[config.mk]
export PLATFORM = sky130hd
export DESIGN_NAME = rle_channel_arbiter_flat
export DESIGN_NICKNAME = d
export VERILOG_FILES = /design/src/rtl/FSMpackage.sv /design/src/rtl/rle_channel_arbiter_if.sv /design/src/rtl/rr_priority_picker.sv /design/src/rtl/rle_channel_arbiter.sv /design/src/flat_wrapper.sv
export SDC_FILE = /design/constraint.sdc
export NUM_CORES = 1
export LEC_CHECK = 0
export ABC_AREA = 1
export CORE_ASPECT_RATIO = 0.8
export CORE_MARGIN = 2
export CORE_UTILIZATION = 40
export DETAILED_ROUTE_END_ITERATION = 16
export HOLD_SLACK_MARGIN = 0.1
export PLACE_DENSITY = 0.78
export SETUP_SLACK_MARGIN = 0.3
export SYNTH_ARGS = -nofsm -noshare
export SYNTH_HDL_FRONTEND = slang
export SYNTH_SLANG_ARGS = --single-unit
[constraint.sdc]
create_clock -name clock -period 1.4 [get_ports clock]
set_clock_uncertainty 0.1 [all_clocks]
set_input_delay 0.14 -clock clock [delete_from_list [all_inputs] [get_ports clock]]
set_output_delay 0.14 -clock clock [all_outputs]
set_load 0.1 [all_outputs]
[src/rtl/FSMpackage.sv]
// Shared types and constants for the RLE channel arbiter slice.
package FSMpackage;

  localparam int NUM_CH_C    = 4;
  localparam int MAX_BURST_C = 255;
  localparam int SYM_W_C     = 7;

  typedef enum logic [1:0] {
    IDLE,
    STREAM,
    FLUSH,
    WAIT_DONE
  } arb_state_t;

endpackage

[src/rtl/rle_channel_arbiter_if.sv]
// Channel-side and encoder-side handshake bundle; master is the arbiter, slave is its environment.
interface rle_channel_arbiter_if;
  import FSMpackage::*;

  logic [NUM_CH_C-1:0]              ch_valid;
  logic [NUM_CH_C-1:0][SYM_W_C-1:0] ch_data;
  logic [NUM_CH_C-1:0]              ch_last;
  logic [NUM_CH_C-1:0]              ch_ready;
  logic                             enc_ready;
  logic [SYM_W_C-1:0]               enc_data;
  logic                             enc_valid;
  logic                             enc_flush;
  logic                             enc_done;

  modport master (
    input  ch_valid, ch_data, ch_last, enc_ready, enc_done,
    output ch_ready, enc_data, enc_valid, enc_flush
  );

  modport slave (
    output ch_valid, ch_data, ch_last, enc_ready, enc_done,
    input  ch_ready, enc_data, enc_valid, enc_flush
  );

endinterface

[src/rtl/rr_priority_picker.sv]
// Combinational round-robin picker: first set bit of valid at or after ptr, wrapping.
module rr_priority_picker
  import FSMpackage::*;
(
  input  logic [NUM_CH_C-1:0] valid,
  input  logic [1:0]          ptr,
  output logic                found,
  output logic [1:0]          idx
);

  logic [NUM_CH_C-1:0] rot;

  // rot[k] is the request k positions after the pointer
  generate
    for (genvar gi = 0; gi < NUM_CH_C; gi++) begin : g_rot
      logic [1:0] sel;
      assign sel     = ptr + 2'(gi);
      assign rot[gi] = valid[sel];
    end
  endgenerate

  always_comb begin
    found = |rot;
    idx   = ptr;
    for (int i = NUM_CH_C - 1; i >= 0; i--) begin
      if (rot[i]) idx = ptr + 2'(i);
    end
  end

endmodule

[src/rtl/rle_channel_arbiter.sv]
// Grants one of four symbol channels to a shared RLE encoder per frame,
// closing each frame with a flush and waiting for the encoder's done.
module rle_channel_arbiter
  import FSMpackage::*;
#(
  parameter int NUM_CH    = NUM_CH_C,
  parameter int MAX_BURST = MAX_BURST_C
) (
  input  logic                  clock,
  input  logic                  reset_n,
  rle_channel_arbiter_if.master bus,
  output logic [1:0]            grant_id,
  output logic                  busy
);

  localparam int GW = $clog2(NUM_CH);

  arb_state_t          state_reg, state_next;
  logic [GW-1:0]       grant_reg, grant_next;
  logic [GW-1:0]       rr_ptr_reg, rr_ptr_next;
  logic [7:0]          burst_cnt_reg, burst_cnt_next;

  logic                pick_found;
  logic [1:0]          pick_idx;
  logic                xfer;
  logic                at_limit;
  logic [NUM_CH_C-1:0] ch_ready_c;
  logic [SYM_W_C-1:0]  enc_data_c;
  logic                enc_valid_c;
  logic                enc_flush_c;

  rr_priority_picker u_picker (
    .valid (bus.ch_valid),
    .ptr   (rr_ptr_reg),
    .found (pick_found),
    .idx   (pick_idx)
  );

  assign xfer     = (state_reg == STREAM) && bus.ch_valid[grant_reg] && bus.enc_ready;
  assign at_limit = (9'(burst_cnt_reg) + 9'd1) == 9'(MAX_BURST);

  always_comb begin
    state_next     = state_reg;
    grant_next     = grant_reg;
    rr_ptr_next    = rr_ptr_reg;
    burst_cnt_next = burst_cnt_reg;
    ch_ready_c     = '0;
    enc_data_c     = '0;
    enc_valid_c    = 1'b0;
    enc_flush_c    = 1'b0;
    case (state_reg)
      IDLE: begin
        if (pick_found) begin
          grant_next     = pick_idx;
          burst_cnt_next = '0;
          state_next     = STREAM;
        end
      end
      STREAM: begin
        // zero-latency pass-through of the granted channel
        enc_valid_c           = bus.ch_valid[grant_reg];
        enc_data_c            = bus.ch_data[grant_reg];
        ch_ready_c[grant_reg] = bus.enc_ready;
        if (xfer) begin
          burst_cnt_next = burst_cnt_reg + 8'd1;
          if (bus.ch_last[grant_reg] || at_limit) state_next = FLUSH;
        end
      end
      FLUSH: begin
        enc_flush_c = 1'b1;
        state_next  = WAIT_DONE;
      end
      WAIT_DONE: begin
        if (bus.enc_done) begin
          rr_ptr_next = grant_reg + 1'b1;
          state_next  = IDLE;
        end
      end
      default: state_next = IDLE;
    endcase
  end

  always_ff @(posedge clock or negedge reset_n) begin
    if (!reset_n) begin
      state_reg     <= IDLE;
      grant_reg     <= '0;
      rr_ptr_reg    <= '0;
      burst_cnt_reg <= '0;
    end else begin
      state_reg     <= state_next;
      grant_reg     <= grant_next;
      rr_ptr_reg    <= rr_ptr_next;
      burst_cnt_reg <= burst_cnt_next;
    end
  end

  assign bus.ch_ready  = ch_ready_c;
  assign bus.enc_data  = enc_data_c;
  assign bus.enc_valid = enc_valid_c;
  assign bus.enc_flush = enc_flush_c;
  assign grant_id      = grant_reg;
  assign busy          = (state_reg != IDLE);

endmodule

[src/flat_wrapper.sv]
// flat-port wrapper written by rule: the top's interface ports become plain ports
module rle_channel_arbiter_flat import FSMpackage::*;
#(
  parameter int NUM_CH    = NUM_CH_C,
  parameter int MAX_BURST = MAX_BURST_C
)
  (clock, reset_n, grant_id, busy, bus_ch_valid, bus_ch_data, bus_ch_last, bus_enc_ready, bus_enc_done, bus_ch_ready, bus_enc_data, bus_enc_valid, bus_enc_flush);
  rle_channel_arbiter_if bus_i ();
  input  logic clock;
  input  logic reset_n;
  output logic [1:0] grant_id;
  output logic busy;
  input wire logic [$bits(bus_i.ch_valid)-1:0] bus_ch_valid;
  input wire logic [$bits(bus_i.ch_data)-1:0] bus_ch_data;
  input wire logic [$bits(bus_i.ch_last)-1:0] bus_ch_last;
  input wire logic [$bits(bus_i.enc_ready)-1:0] bus_enc_ready;
  input wire logic [$bits(bus_i.enc_done)-1:0] bus_enc_done;
  output wire logic [$bits(bus_i.ch_ready)-1:0] bus_ch_ready;
  output wire logic [$bits(bus_i.enc_data)-1:0] bus_enc_data;
  output wire logic [$bits(bus_i.enc_valid)-1:0] bus_enc_valid;
  output wire logic [$bits(bus_i.enc_flush)-1:0] bus_enc_flush;
  assign bus_i.ch_valid = bus_ch_valid;
  assign bus_i.ch_data = bus_ch_data;
  assign bus_i.ch_last = bus_ch_last;
  assign bus_i.enc_ready = bus_enc_ready;
  assign bus_i.enc_done = bus_enc_done;
  assign bus_ch_ready = bus_i.ch_ready;
  assign bus_enc_data = bus_i.enc_data;
  assign bus_enc_valid = bus_i.enc_valid;
  assign bus_enc_flush = bus_i.enc_flush;
  rle_channel_arbiter #(.NUM_CH(NUM_CH), .MAX_BURST(MAX_BURST)) u_core (.clock(clock), .reset_n(reset_n), .bus(bus_i), .grant_id(grant_id), .busy(busy));
endmodule
# Word level (Yosys, flattened, before mapping)
# Index checks and enable logic that the tools add are counted.
[totals]
reg_bits = 14
inputBits = 40
out_inout_bits = 16
word_cells = 69
[classes]
addsub = 6
n_lt_le_gt_ge = 6
eq_ne = 8
n_mux = 32
bitwise_logic = 1
reduce_logical = 12
[ops]
columns = ["operator", "count"]
rows = [
  ["2-bit 2-to-1 mux", 8],
  ["8-bit 2-to-1 mux", 2],
  ["8-bit case mux with 2 select lines", 1],
  ["2-bit by 3-bit less-than comparator with 1-bit output (second input constant)", 5],
  ["7-bit binary-select mux with 2-bit select", 1],
  ["7-bit 2-to-1 mux", 2],
  ["1-bit binary-select mux with 2-bit select", 6],
  ["8-bit by 1-bit adder with 9-bit output (second input constant)", 1],
  ["9-bit by 8-bit equality test with 1-bit output (second input constant)", 1],
  ["1-bit 2-to-1 mux", 9],
  ["8-bit by 1-bit adder with 8-bit output (second input constant)", 1],
  ["2-bit case mux with 4 select lines", 1],
  ["2-bit by 1-bit adder with 2-bit output (second input constant)", 2],
  ["2-bit adder (second input constant)", 2],
  ["4-bit bitwise AND", 1],
  ["2-bit equality test (second input constant)", 2],
  ["4-bit 2-to-1 mux", 1],
  ["2-bit by 1-bit != test with 1-bit output (second input constant)", 2],
  ["2-bit != test (second input constant)", 2],
  ["2-bit AND reduction", 2],
  ["4-bit AND reduction", 1],
  ["2-bit nonzero test", 2],
  ["4-bit OR reduction", 1],
  ["1-bit logical AND", 3],
  ["other kinds (6)", 6],
]

# Longest topological paths before layout
[logic_depth]
word_depth = 7
ltp_mapped = 13
mapped_depth_nobuf = 12

# Hierarchy
# From an unflattened synthesis, not the netlist that was laid out.
[hier_totals]
hier_cells = 246
hier_area_um2 = 1525.2
[by_module_without_submodules]
columns = ["module", "instances", "cells_each", "area_per_inst_um2", "seq_area_each_um2"]
rows = [
  ["rle_channel_arbiter", 1, 193, 1291.2, 350.3],
  ["rr_priority_picker", 1, 53, 234.0, 0.0],
]

# Worst setup path before layout
# Ideal clock, no wire load.
[synth_timing]
path_type = "reg-to-reg"
startpoint = "register u_core.grant_reg[0], in the netlist u_core.grant_id[0]"
endpoint = "register u_core.burst_cnt_reg[3]"
setup_time_ps = 65
t_arrival_ps = 3359
t_required_ps = 1235
slack_ps = -2124
stages_incl_launch_ff = 10
path_buffers = 1
synth_period_minus_slack_ps = 3524
cell_sequence = "dfrtp_1 -> buf_2 -> nand2_1 -> nand3_1 -> nand2_1 -> nor2_1 -> nand2_1 -> inv_1 -> nand3_1 -> nand2_1"
[synth_via]
elab_chain_cells = 6
[synth_rtl]
columns = ["element", "line", "rtl"]
rows = [
  ["start, declared", "rle_channel_arbiter.sv:19", "logic [GW-1:0] grant_reg, grant_next;"],
  ["start signal, assigned", "rle_channel_arbiter.sv:91", "grant_reg <= grant_next;"],
  ["1-bit binary-select mux with 2-bit select", "rle_channel_arbiter.sv:39", "assign xfer = (state_reg == STREAM) && bus.ch_valid[grant_reg] && bus.enc_ready;"],
  ["1-bit 2-to-1 mux (implied by the code)", "rle_channel_arbiter.sv:39", ""],
  ["1-bit logical AND (2 in a row)", "rle_channel_arbiter.sv:39", ""],
  ["2-bit by 1-bit != test with 1-bit output (no line)", "n/a", ""],
  ["3-bit AND reduction (no line)", "n/a", ""],
  ["end signal, assigned", "rle_channel_arbiter.sv:93", "burst_cnt_reg <= burst_cnt_next;"],
  ["end, declared", "rle_channel_arbiter.sv:21", "logic [7:0] burst_cnt_reg, burst_cnt_next;"],
]
# No other way between the ends. The select of a mux whose other input is x is not followed.
# A chain may end at the register's enable or synchronous reset.

# Worst setup path after layout
[layout_timing]
startpoint = "register u_core.burst_cnt_reg[2]"
endpoint = "register u_core.state_reg[0]"
[layout_via]
elab_chain_cells = 5
[layout_rtl]
columns = ["element", "line", "rtl"]
rows = [
  ["8-bit by 1-bit adder with 9-bit output", "rle_channel_arbiter.sv:40", "assign at_limit = (9'(burst_cnt_reg) + 9'd1) == 9'(MAX_BURST);"],
  ["9-bit by 8-bit equality test with 1-bit output", "rle_channel_arbiter.sv:40", ""],
  ["1-bit logical OR", "rle_channel_arbiter.sv:66", "if (bus.ch_last[grant_reg] || at_limit) state_next = FLUSH;"],
  ["2-bit != test (no line)", "n/a", ""],
  ["4-bit AND reduction (no line)", "n/a", ""],
  ["end signal, assigned", "rle_channel_arbiter.sv:90", "state_reg <= state_next;"],
  ["end, declared", "rle_channel_arbiter.sv:18", "arb_state_t state_reg, state_next;"],
]
# No other way between the ends.

==> impl_metrics.yaml <==
finish:
  largest_reg_flops: 8
  seqCellArea_sq_um: 359
  diodes: 0
  drive_gt1_share_pct: 50.4
  nets: 388
  final_cell_mix: "45 x nand2_1, 39 x clkdlybuf4s50_1, 38 x buf_4"
  fin_area_sq_um: 3140
  syn_to_final_growth_pct: 122
  multi_input_area_sq_um: 1370
  fillers: 128
  final_common_cell: "nand2_1"
global_routing:
  grt_pass1_vias: 1991
  antenna_found_initial: 0
  met2_usage_pct: 51.5
  grt_pass1_wl_mm: 9.05
  track_usage_pct: 28.2
  use_met3_pct: 4.77
  grt_max_degree: 17
  grt.met1_usage_pct: 33.0
  overflow: 0
  grt.busiest_layer: "met2"
critical_path:
  crit_required_ps: 1440
  crit_type: "reg2reg"
  path_max_fanout: 4
  cp-start-kind: "flip-flop"
  crit_path_end_kind: "flip-flop"
  cp.arrival_ps: 1980
  reg2reg_slack_ps: -530
place:
  dp_slack_ps: -320
  dpl.hpwl_mm: 3.63
  place_congestion: 0.912
  placed_area_sq_um: 2570
  port_buffers: 55
clock_tree:
  cts_made_buffers: 3
  cts_buffer_depth: 2
  cts_sinks: 14
  htree_levels: 1
  clkTransAtPathRegs_ps: 60
  cts_tree: "built"
  worstSkewPairLatency_ps: 260
  clockRootBuffer: "clkbuf_8"
yosys:
  synthesis.area_sq_um: 1410
  avgSynthCellArea_sq_um: 6.04
  synth_area_leaders: "dfrtp_1 25%, nand2_1 18%, nor2_1 11%"
  synth.net_count: 284
  synth_edf_count: 0
  synth_cell_types: 27
  yosysWarnings: 0
  async_flop_share_pct: 100
  ys_seq_elements: 14
  synthCells: 234
  synth_seq_area_share_pct: 24.8
  yosysTopAreaCellShare_pct: 24.8
  synthFlopType: "dfrtp_1"
  yosysTopAreaCell: "dfrtp_1"
floorplanning:
  die_h_um: 57.2
  dieArea_sq_um: 4030
  ioPinCount: 56
  die_w_um: 70.5
  initial_core_util_pct: 41.6
  coreArea_sq_um: 3400
  rows: 19
sta:
  fmax_mhz: 517
  final_max_slew_viol_count: 0
  setup_viol: 27
  maxSlewHeadroom_pct: 77.5
  period_minus_slack_ps: 1930
  worst_slew_pin_slew_ps: 336
  setup_slack_ps: -533
  hold_violations: 0
  rsz0062_at_grt: "yes"
  fin_crit_sh_pct: 138
job:
  max_cap_viol_count: 0
worst_hold_path:
  hold_path.class: "reg2reg"
routing:
  vias: 2140
  wl_per_cell_um: 18.8
  ant_nets: 0
  drc: 0
  drt_pre_antenna_iters: 4
  vias_per_cell: 5.65
  postRouteWirelength_mm: 7.12
  drtIter0Drc: 184
run_status:
  violations: "negative setup slack"
  outcome: "complete, but fails checks"
pwr:
  vdd_drop_max_mv: 2.06
  power_density_nw_per_um2: 2500
  leakage_nw: 1.37
[metal layers]
metal	share of wire (%)	wire, um
met2	50	3550
met4	4.4	315
met3	8.2	585
met5	0	0
met1	38	2670
[per-stage QoR]
step           util, %  setup TNS (ps)  hold slack, ps  cells  power [mW]
4_1_cts           85.1           -6590             416    374        6.97
3_3_place_gp      75.6           -4890             366    358        5.67
2_1_floorplan        -          -14350            -256    234        4.04
3_5_place_dp      75.6           -5370             372    358        5.75
5_1_grt           92.4          -10550             503    379        8.22
6_report          92.4           -9210             457    379        7.86
[report_power, final]
part / switching, mW / internal [mW]
Sequential: 0.187 / 0.534
Clock: 0.166 / 0.250
Combinational: 4.00 / 2.72
Total: 4.35 / 3.51
[synth_stat cells, drive strengths merged, types with 2 or more instances]
cell type and instances:
nand2 73, o211ai 2, o21ai 23, nor2 45, dfrtp 14, a21oi 8, nand3 21, ha 10
o21bai 2, nand4 3, inv 21, buf 6
[final timing paths]
kind,endpoint,cells past startpoint,from
min in group asynchronous,u_core.burst_cnt_reg[1]$_DFFE_PN0P_,3,reset_n
max,u_core.state_reg[0]$_DFFE_PN0P_,9,u_core.burst_cnt_reg[2]$_DFFE_PN0P_
max reg2reg,u_core.state_reg[0]$_DFFE_PN0P_,9,u_core.burst_cnt_reg[2]$_DFFE_PN0P_
min reg2reg,u_core.burst_cnt_reg[7]$_DFFE_PN0P_,2,u_core.burst_cnt_reg[7]$_DFFE_PN0P_
min,u_core.burst_cnt_reg[7]$_DFFE_PN0P_,2,u_core.burst_cnt_reg[7]$_DFFE_PN0P_
max in group asynchronous,u_core.grant_id[1]$_DFFE_PN0P_,3,reset_n
[worst max-delay path, cell delays in order, from the launching register on]
cell and delay, ps:
dfrtp_1 500, nand3_1 250, nor2_1 280, nand4_1 140
nand2_1 130, nand3_1 120, nand2_2 120, nand2_2 70
nand2_1 60, nand2_1 50
[cell type report]
type | count | share of cell area (%)
multi-input combinational | 191 | 43.7
timing repair buffer | 106 | 37.7
sequential | 14 | 11.4
inverter | 22 | 3.75
clock buffer | 4 | 1.75
tap | 42 | 1.67
[timing repair]
action,4_1_cts,5_1_grt
gates resized for setup,61,62
pin swaps,11,23
cloned,1,0
hold buffers,1,0
endpoints found under the hold margin,6,0
endpoints found under the setup margin,30,30
setup buffers,10,5
[cell families after synthesis]
kind of cell / synth area share, %
adder cells (fa/ha/maj): 8.85
AO/OA/AOI/OAI: 13.9
buffers and inverters: 9.38
AND/OR/NAND/NOR: 42.5
flip-flops: 24.8
XOR/XNOR: 0.620
Power figures use the tool's default switching activity.
